--- config.mk ---
export PLATFORM = sky130hd
export DESIGN_NAME = shared_reg_arbiter
export DESIGN_NICKNAME = d
export VERILOG_FILES = /design/src/rtl/shared_reg_arbiter.sv
export SDC_FILE = /design/constraint.sdc
export NUM_CORES = 1
export LEC_CHECK = 0
export CAP_MARGIN = 20
export CORE_MARGIN = 3
export CORE_UTILIZATION = 35
export DETAILED_ROUTE_END_ITERATION = 16
export PLACE_DENSITY = 0.87
export SLEW_MARGIN = 20
export SYNTH_ARGS = -nofsm -noshare
export SYNTH_HDL_FRONTEND = slang
export SYNTH_SLANG_ARGS = --single-unit
--- constraint.sdc ---
create_clock -name Clk -period 1.7 [get_ports Clk]
set_input_delay 0.34 -clock Clk [delete_from_list [all_inputs] [get_ports Clk]]
set_output_delay 0.34 -clock Clk [all_outputs]
set_load 0.02 [all_outputs]
--- src/rtl/shared_reg_arbiter.sv ---
// Round-robin arbiter and write sequencer for one shared WIDTH-bit register.
// Four requesters take turns loading their DataIn slice; outputs are Moore-decoded from registered state.
module shared_reg_arbiter #(
  parameter int unsigned          WIDTH     = 8,
  parameter logic [WIDTH-1:0]     RESET_VAL = '0
) (
  input  logic                 Clk,
  input  logic                 Rst,
  input  logic [3:0]           Req,
  input  logic [4*WIDTH-1:0]   DataIn,
  output logic [3:0]           Grant,
  output logic [3:0]           Ack,
  output logic [1:0]           Owner,
  output logic                 Busy,
  output logic [WIDTH-1:0]     RegQ
);

  typedef enum logic [1:0] {
    S_IDLE  = 2'd0,
    S_GRANT = 2'd1,
    S_WRITE = 2'd2,
    S_COOL  = 2'd3
  } state_t;

  state_t           r_state;
  state_t           w_state_nxt;
  logic [1:0]       r_ptr;
  logic [1:0]       w_ptr_nxt;
  logic [1:0]       r_owner;
  logic [1:0]       w_owner_nxt;
  logic [WIDTH-1:0] r_regq;
  logic             w_load;
  logic             w_any;
  logic [1:0]       w_pick;
  logic [WIDTH-1:0] w_slice;

  // Scan from the lowest priority upward so the first match after ptr wins.
  always_comb begin
    logic [1:0] v_idx;
    v_idx  = r_ptr;
    w_any  = |Req;
    w_pick = r_ptr;
    for (int unsigned k = 0; k < 4; k++) begin
      v_idx = r_ptr + 2'(3 - k);
      if (Req[v_idx]) begin
        w_pick = v_idx;
      end
    end
  end

  always_comb begin
    w_slice = '0;
    for (int unsigned i = 0; i < 4; i++) begin
      if (r_owner == 2'(i)) begin
        w_slice = DataIn[i*WIDTH +: WIDTH];
      end
    end
  end

  always_comb begin
    w_state_nxt = r_state;
    w_owner_nxt = r_owner;
    w_ptr_nxt   = r_ptr;
    w_load      = 1'b0;
    case (r_state)
      S_IDLE: begin
        if (w_any) begin
          w_owner_nxt = w_pick;
          w_state_nxt = S_GRANT;
        end
      end
      S_GRANT: begin
        w_state_nxt = Req[r_owner] ? S_WRITE : S_IDLE;
      end
      S_WRITE: begin
        w_load      = 1'b1;
        w_ptr_nxt   = r_owner + 2'd1;
        w_state_nxt = S_COOL;
      end
      S_COOL: begin
        w_state_nxt = S_IDLE;
      end
      default: begin
        w_state_nxt = S_IDLE;
      end
    endcase
  end

  always_ff @(posedge Clk) begin
    if (Rst) begin
      r_state <= S_IDLE;
      r_ptr   <= '0;
      r_owner <= '0;
      r_regq  <= RESET_VAL;
    end else begin
      r_state <= w_state_nxt;
      r_ptr   <= w_ptr_nxt;
      r_owner <= w_owner_nxt;
      if (w_load) begin
        r_regq <= w_slice;
      end
    end
  end

  always_comb begin
    Grant = '0;
    Ack   = '0;
    if ((r_state == S_GRANT) || (r_state == S_WRITE)) begin
      Grant[r_owner] = 1'b1;
    end
    if (r_state == S_WRITE) begin
      Ack[r_owner] = 1'b1;
    end
  end

  assign Busy  = (r_state != S_IDLE);
  assign Owner = r_owner;
  assign RegQ  = r_regq;

endmodule

# Yosys cells after proc, flatten, opt, wreduce, memory -nomap -nowiden
# Cells that the tools add are included.
[word_totals]
ff_bits = 14
latchBits = 0
ramBits = 0
mem_bits_ro = 0
inputBits = 38
out_inout_bits = 19
elab_cells = 54
mem_count = 0
[op_classes]
n_addsub = 4
n_mul = 0
n_div = 0
n_lt_le_gt_ge = 6
eq_ne = 7
shifts = 0
mux = 26
n_bitwise = 0
reduce_logical = 7
[op_table]
columns = ["op", "count"]
rows = [
  ["$mux 8", 4],
  ["$lt 2x3->1 const B", 5],
  ["$mux 2", 6],
  ["$bmux 1 s2", 5],
  ["$eq 2x2->1 const B", 4],
  ["$mux 4", 2],
  ["$pmux 2 s4", 1],
  ["$mux 1", 7],
  ["$add 2x1->2 const B", 2],
  ["$add 2x2->2 const B", 2],
  ["$eq 2x1->1 const B", 2],
  ["$logic_not 2->1", 2],
  ["$reduce_or 4->1", 1],
  ["$demux 1 s2", 1],
  ["$ge 2x1->1 const B", 1],
  ["$ne 2x2->1 const B", 1],
  ["$reduce_and 2->1", 1],
  ["$reduce_bool 2->1", 1],
  ["$logic_and 1x1->1", 1],
  ["$logic_or 1x1->1", 1],
]

# Logic depth before layout (Yosys ltp)
# Gate-level depths: netlist (run 1).
[logic_depth]
ltp_word = 7
mapped_depth = 8
ltp_nobuf = 6

# Worst setup path after synthesis (run 1)
# Ideal clock, no wire load.
[synth_timing]
kind = "register to output"
from = "register r_owner[1], in the netlist Owner[1]"
to = "output port Grant[3]"
t_arrival_ns = 1.401
path_slack_ns = -0.041
stages_incl_launch_ff = 5
cell_sequence = "dfxtp_1 -> ha_1 -> buf_2 -> buf_1 -> and2_1"
[synth_via]
elab_chain_cells = 5
[synth_lines]
columns = ["item", "line_no", "rtl"]
rows = [
  ["start: declaration", "29", "logic [1:0] r_owner;"],
  ["start signal: assignment", "98", "r_owner <= w_owner_nxt;"],
  ["$lt 2x3->1 (implied by the code) or $ge 2x1->1 (tied branches)", "109", "Grant[r_owner] = 1'b1;"],
  ["$logic_and 1x1->1 (implied by the code)", "109", ""],
  ["$mux 1 (implied by the code)", "109", ""],
  ["$demux 1 s2 *", "109", ""],
  ["$mux 4 *", "108", "if ((r_state == S_GRANT) || (r_state == S_WRITE)) begin"],
  ["end: declaration", "11", "output logic [3:0] Grant,"],
]
# Every way passes the cells marked *; elsewhere a longest branch is shown, timed or not.

# Worst setup path in the final report (run 1)
[layout_timing]
from = "register r_owner[1], in the netlist Owner[1]"
to = "output port Ack[1]"
[layout_via]
elab_chain_cells = 5
[layout_lines]
columns = ["item", "line_no", "rtl"]
rows = [
  ["$lt 2x3->1 (implied by the code) or $ge 2x1->1 (tied branches)", "112", "Ack[r_owner] = 1'b1;"],
  ["$logic_and 1x1->1 (implied by the code)", "112", ""],
  ["$mux 1 (implied by the code)", "112", ""],
  ["$demux 1 s2 *", "112", ""],
  ["$mux 4 *", "111", "if (r_state == S_WRITE) begin"],
  ["end: declaration", "12", "output logic [3:0] Ack,"],
]
# Marks and branches as above.

==> impl_metrics.json, run 1 <==
{
  "dp_hpwl_um": 2670,
  "area_growth_syn_to_layout_pct": 81.1,
  "r2r-start": "Owner[1]$_SDFFE_PP0P_",
  "cts_inserted_buffers": 3,
  "dp_slack_ps": -251,
  "setup_ws_ps": 41.4,
  "syn_inst": 131,
  "yosysWarnings": 0,
  "critical_path.max_stage_delay_ps": 380,
  "post_drt_via_cell_ratio": 5.43,
  "swShare_pct": 32.0,
  "synth.avg_cell_area_um2": 7.65,
  "crit_fanout": 5,
  "port_buffers": 56,
  "grt_max_degree": 20,
  "ir_worst_vdd_mv": 0.371,
  "multiInputGateArea_um2": 738,
  "crit_type": "reg2out",
  "synth_top_family_by_area": "simple AND/OR/NAND/NOR gates",
  "clk_latency_ps": 310,
  "setup_violations": 0,
  "final_util_pct": 70.1,
  "yosys-mux-area-fraction_pct": 4.37,
  "gr-total-overflow": 0,
  "clkPwrFrac_pct": 26.2,
  "io_pins": 57,
  "wl_per_cell_um": 14.9,
  "fin_area_um2": 1820,
  "synth_seq_cells": 14,
  "synth_fa_ha_area_share_pct": 8.74,
  "path_cells": "inv_2 -> ha_4 -> and2_1 -> clkdlybuf4s15_2",
  "ys_seq_area_share_pct": 28.0,
  "internal_power_uw": 695,
  "setup-tns-final_ps": 0,
  "drc": 0,
  "grtUsageTotal_pct": 21.1,
  "synth_cell_types": 28,
  "powerDensity_nw_per_um2": 563,
  "vias": 1265,
  "comb_power_share_pct": 38.7,
  "wirelength_um": 3480,
  "clk_pin_slew_worst_paths_ps": 100,
  "die_y_um": 59.5,
  "rows": 18,
  "drv_slew": 0,
  "synth_nets": 176,
  "timing.fmax_mhz": 603,
  "cts-root-buf": "clkbuf_4",
  "fillers": 190,
  "r2r_end": "RegQ[1]$_SDFFE_PP0P_",
  "layout.cells.non_filler": 233,
  "period_needed_ps": 1660,
  "placed_area_um2": 1720,
  "antenna_found_initial": 0,
  "slew_headroom_pct": 83.6,
  "cts_tree": "yes",
  "status": "finished clean",
  "critPathRequiredTime_ps": 1360,
  "first_iter_violations": 77,
  "cts_hold_buf": 0,
  "gp_congestion": 0.807,
  "crit_end": "Ack[1]",
  "arrival_ps": 1320,
  "coreArea_um2": 2590,
  "hold_path_class": "reg2reg",
  "die_area_um2": 3540,
  "cts_buffer_depth": 2,
  "hold_viol": 0,
  "synth-compound-area-share_pct": 23.8,
  "dp.cells": 229,
  "synth-xor-area-share_pct": 0,
  "worstSetupEndpointType": "output pin",
  "grt_pass1_vias": 1278,
  "cpMaxStageDelayCell": "dfxtp_4",
  "switchingPower_uw": 326,
  "skew_ps": 3.10,
  "p_leak_nw": 0.752,
  "detail_route.first_pass.iterations": 4,
  "initial_core_util_pct": 38.7,
  "htree_levels": 1,
  "fp.dieW_um": 59.5,
  "cp-startpoint": "Owner[1]$_SDFFE_PP0P_",
  "syn_area_um2": 1000,
  "final-seq-area_um2": 290,
  "r2r_setup_slack_ps": 60,
  "grt_pass1_wl_um": 5550,
  "drive_gt1_share_pct": 27.1,
  "synthSimpleGateAreaFrac_pct": 27.8,
  "cp-start-kind": "register",
  "cts_setup_buffers": 0,
  "maxCapViolations": 0,
  "diodes": 0,
  "final_nets": 249,
  "r2r_cells": 7,
  "ant_nets": 0,
  "cts.sinks": 14,
  "tightest_slew_ps": 245,
  "finalCritPeriodShare_pct": 97.6,
  "pwr-share-seq_pct": 35.0
}
-- power by group through the flow --
stage,Combinational (mW),Sequential (mW),Clock (mW)
floorplan,0.151,0.377,0
global placement,0.362,0.361,0
detailed placement,0.373,0.363,0
CTS,0.369,0.357,0.269
global route,0.431,0.360,0.277
finish,0.396,0.358,0.268
-- cell type report --
cell class | count | area share (%)
clock buffers | 4 | 2.00
multi-input cells | 99 | 40.7
repair buffers | 76 | 37.2
flip-flops and latches | 14 | 16.0
well taps | 30 | 2.07
inverters | 10 | 2.07
-- sequential cells by signal (all words and copies together) (netlist names), named ones only --
signal and cells:
Owner 2, r_state 1, r_ptr 2, RegQ 8
-- per-layer routing --
metal | global-route usage (%) | share of wire [%]
met1 | 22.5 | 38
met2 | 40.1 | 55
met3 | 2.83 | 5.1
met4 | 9.81 | 2.4
met5 | 0 | 0
-- cells in the mapped netlist (all sizes together) --
cell    number  area (um2)
o21ai        5        28.8
dfxtp       14         280
o311a        5        50.1
inv         10        37.5
nor3         8        40.0
nand2       12        45.0
ha           7        87.6
nor2        14        52.6
nor2b        7        43.8
a221oi       5        43.8
mux2i        1        10.0
a22oi        3        22.5
a211oi       4        30.0
mux2         1        11.3
clkbuf       3        11.3
o22ai        3        18.8
nand2b       2        12.5
and2         8        50.1
a21oi        9        45.0
mux4         1        22.5
nand4b       1        8.76
buf          5        23.8
and2b        1        7.51
or4          2        18.8
-- critical path, delay by kind of cell (launching register included) --
kind          cells  cell delay (ps)
flops             1              380
buf+inv           2              310
fa+ha+maj         1              170
simple gates      1              150
-- how the worst min path moves through the flow --
stage | startpoint | endpoint | slack (ps) | cells after the start
final | RegQ[5]$_SDFFE_PP0P_ | RegQ[5]$_SDFFE_PP0P_ | 490 | 2
after CTS | RegQ[0]$_SDFFE_PP0P_ | RegQ[0]$_SDFFE_PP0P_ | 490 | 2
after floorplan | Rst | r_ptr[0]$_SDFFE_PP0P_ | 420 | 1
after global routing | RegQ[4]$_SDFFE_PP0P_ | RegQ[4]$_SDFFE_PP0P_ | 520 | 2
after detailed placement | RegQ[7]$_SDFFE_PP0P_ | RegQ[7]$_SDFFE_PP0P_ | 470 | 2
after global placement | RegQ[7]$_SDFFE_PP0P_ | RegQ[7]$_SDFFE_PP0P_ | 460 | 2
-- kinds of logic (layout without fill, tap and decap cells) --
kind of cell	after synthesis	after routing
adder cells (fa/ha/maj)	7	7
AND/OR/NAND/NOR	55	55
buffers and inverters	18	90
AO/OA/AOI/OAI	34	34
flip-flops	14	14
multiplexers	3	3
-- metrics by stage --
step	power [mW]	hold slack (ps)
after global placement	0.723	462
after floorplan	0.528	418
after CTS	0.995	486
final	1.02	487
after global routing	1.07	524
after detailed placement	0.736	470
-- cells in the final DEF (no fill, tap or decap), drive strengths merged --
| cell type | count |
|---|---|
| clkdlybuf4s50 | 45 |
| buf | 27 |
| nor2 | 14 |
| dfxtp | 14 |
| nand2 | 12 |
| inv | 10 |
| a21oi | 9 |
| and2 | 8 |
| nor3 | 8 |
| nor2b | 7 |
| ha | 7 |
| o311a | 5 |
| a221oi | 5 |
| o21ai | 5 |
| a211oi | 4 |
| clkbuf | 4 |
| o22ai | 3 |
| a22oi | 3 |
| dlygate4sd2 | 3 |
| nand2b | 2 |
| or4 | 2 |
| and2b | 1 |
| mux4 | 1 |
| mux2 | 1 |
| mux2i | 1 |
| nand4b | 1 |
| clkdlybuf4s15 | 1 |
-- repair_timing --
item                       4_1_cts  5_1_grt
resized for setup               40       18
pin swaps                        1        4
setup endpoints to repair       12       13
Power figures use the tool's default switching activity.
==> inputs of run 2 (changes only) <==
--- a/config.mk
+++ b/config.mk
@@ -6,10 +6,11 @@
 export NUM_CORES = 1
 export LEC_CHECK = 0
 export CAP_MARGIN = 20
+export CORE_ASPECT_RATIO = 0.75
 export CORE_MARGIN = 3
-export CORE_UTILIZATION = 35
+export CORE_UTILIZATION = 30
 export DETAILED_ROUTE_END_ITERATION = 16
-export PLACE_DENSITY = 0.87
+export PLACE_DENSITY = 0.78
 export SLEW_MARGIN = 20
 export SYNTH_ARGS = -nofsm -noshare
 export SYNTH_HDL_FRONTEND = slang
==> impl_metrics.json, run 2 (same netlist as run 1, synthesis figures left out) <==
{
  "status": "finished clean",
  "critical_path.max_stage_delay_ps": 380,
  "finalCritPeriodShare_pct": 97.2,
  "final_common_cell": "clkdlybuf4s50_1",
  "internal_power_uw": 787,
  "setup_violations": 0,
  "clk_latency_ps": 250,
  "drive_gt1_share_pct": 28.4,
  "dp_hpwl_um": 2800,
  "setup-tns-final_ps": 0,
  "pwr-share-seq_pct": 32.4,
  "cts.sinks": 14,
  "maxCapViolations": 0,
  "final_util_pct": 62.6,
  "final-seq-area_um2": 288,
  "antenna_found_initial": 0,
  "whs_ps": 482,
  "crit_buf_inv": 1,
  "final_nets": 254,
  "diodes": 0,
  "worstSetupEndpointType": "register",
  "cts_buffer_depth": 2,
  "port_buffers": 56,
  "cts-root-buf": "clkbuf_8",
  "cp-start-kind": "register",
  "timing.fmax_mhz": 605,
  "grt_use_met2_pct": 29.2,
  "final_cell_mix": "clkdlybuf4s50_1 (45), buf_4 (25), nor2_1 (14)",
  "holdPathStages": 2,
  "vias": 1233,
  "first_iter_violations": 53,
  "fin_area_um2": 1920,
  "htree_levels": 1,
  "fp.dieW_um": 72.7,
  "period_needed_ps": 1650,
  "r2r_cells": 6,
  "powerDensity_nw_per_um2": 579,
  "r2r_setup_slack_ps": 50,
  "grt_busiest_layer": "met2",
  "grt_pass1_wl_um": 5550,
  "ant_nets": 0,
  "grt_use_met1_pct": 21.0,
  "area_growth_syn_to_layout_pct": 91.4,
  "crit_family": "simple AND/OR/NAND/NOR gates",
  "gp_congestion": 0.939,
  "grtUsageTotal_pct": 17.0,
  "drc": 0,
  "cts_resized": 33,
  "coreArea_um2": 3060,
  "gr-total-overflow": 0,
  "cts_setup_buffers": 0,
  "fillers": 256,
  "wl_per_cell_um": 14.5,
  "crit_fanout": 6,
  "grt_pass1_vias": 1253,
  "r2r-start": "Owner[1]$_SDFFE_PP0P_",
  "ir_worst_vdd_mv": 0.372,
  "hold_start": "RegQ[7]$_SDFFE_PP0P_",
  "comb_power_share_pct": 37.7,
  "p_leak_nw": 0.814,
  "rows": 17,
  "multiInputGateArea_um2": 751,
  "arrival_ps": 1810,
  "grtUsageMet3_pct": 3.61,
  "hold_viol": 0,
  "min_to": "RegQ[7]$_SDFFE_PP0P_",
  "wirelength_um": 3560,
  "skew_ps": 3.49,
  "hold_path_class": "reg2reg",
  "critPathRequiredTime_ps": 1860,
  "switchingPower_uw": 322,
  "clkPwrFrac_pct": 29.9,
  "crit_type": "reg2reg",
  "cpMaxStageDelayCell": "dfxtp_2",
  "grt_max_degree": 16,
  "drv_slew": 0,
  "cts_hold_buf": 0,
  "detail_route.first_pass.iterations": 4,
  "r2r_end": "RegQ[0]$_SDFFE_PP0P_",
  "die_y_um": 56.1,
  "post_drt_via_cell_ratio": 5.01,
  "placed_area_um2": 1770,
  "io_pins": 57,
  "swShare_pct": 29.1,
  "clk_pin_slew_worst_paths_ps": 60,
  "cts_inserted_buffers": 3,
  "initial_core_util_pct": 32.7,
  "cts_tree": "yes",
  "slew_headroom_pct": 83.9,
  "largest_reg_flops": 8,
  "path_cells": "inv_2 -> ha_4 -> and2b_4 -> a221oi_2 -> o311a_1 -> nor3_1",
  "tightest_slew_ps": 240,
  "die_area_um2": 4080
}
## run 2: cell types whose count changed in the layout (fill, tap and decap cells not counted), moves of 2 or more
cell,previous run,this run
clkdlybuf4s15_2,1,4
clkbuf_4,3,0
inv_2,4,2
dlymetal6s2s_1,0,2
buf_2,6,4
buf_4,21,25
clkbuf_8,1,4
dlygate4sd2_1,3,1
## run 2: how the worst max path moves through the flow
stage / slack (ps) / cells after the start / end / from
floorplan: 90 / 4 / Grant[3] / Owner[0]$_SDFFE_PP0P_
global route: -20 / 6 / RegQ[0]$_SDFFE_PP0P_ / Owner[1]$_SDFFE_PP0P_
global placement: -190 / 5 / register / Req[1]
CTS: -10 / 4 / Grant[0] / r_state[0]$_SDFFE_PP0P_
finish: 50 / 6 / RegQ[0]$_SDFFE_PP0P_ / Owner[1]$_SDFFE_PP0P_
detailed placement: -210 / 5 / register / Req[1]
## run 2: power groups by stage
stage          logic [mW]  clock network [mW]  registers, mW
2_1_floorplan       0.151                   0          0.377
3_3_place_gp        0.374                   0          0.361
3_5_place_dp        0.385                   0          0.362
4_1_cts             0.389               0.334          0.355
5_1_grt             0.456               0.347          0.361
6_report            0.418               0.332          0.359
## run 2: through the flow
step / power (mW) / setup WS, ps / cells
after floorplan: 0.528 / 87.8 / 131
after global placement: 0.735 / -189 / 242
after detailed placement: 0.747 / -212 / 242
after CTS: 1.08 / -12.9 / 246
after global routing: 1.16 / -24.7 / 246
final: 1.11 / 47.9 / 246
## run 2: final cells by class
cell class / instances / share of cell area, %
Clock buffer: 4 / 2.87
Tap cell: 38 / 2.48
Inverter: 10 / 2.09
Sequential cell: 14 / 15.0
Multi-Input combinational cell: 99 / 39.1
Timing Repair Buffer: 81 / 38.4
## run 2: routing by layer
metal / vias up / wire length, um
li1: 617 / -
met1: 557 / 1530
met2: 55 / 1790
met3: 4 / 220
met4: 0 / 23
met5: - / 0
## run 2: tightest hold or removal path: stages, from the launching register on
cell	delay, ps
dfxtp_1	310
nor2_1	80
nor3_1	50
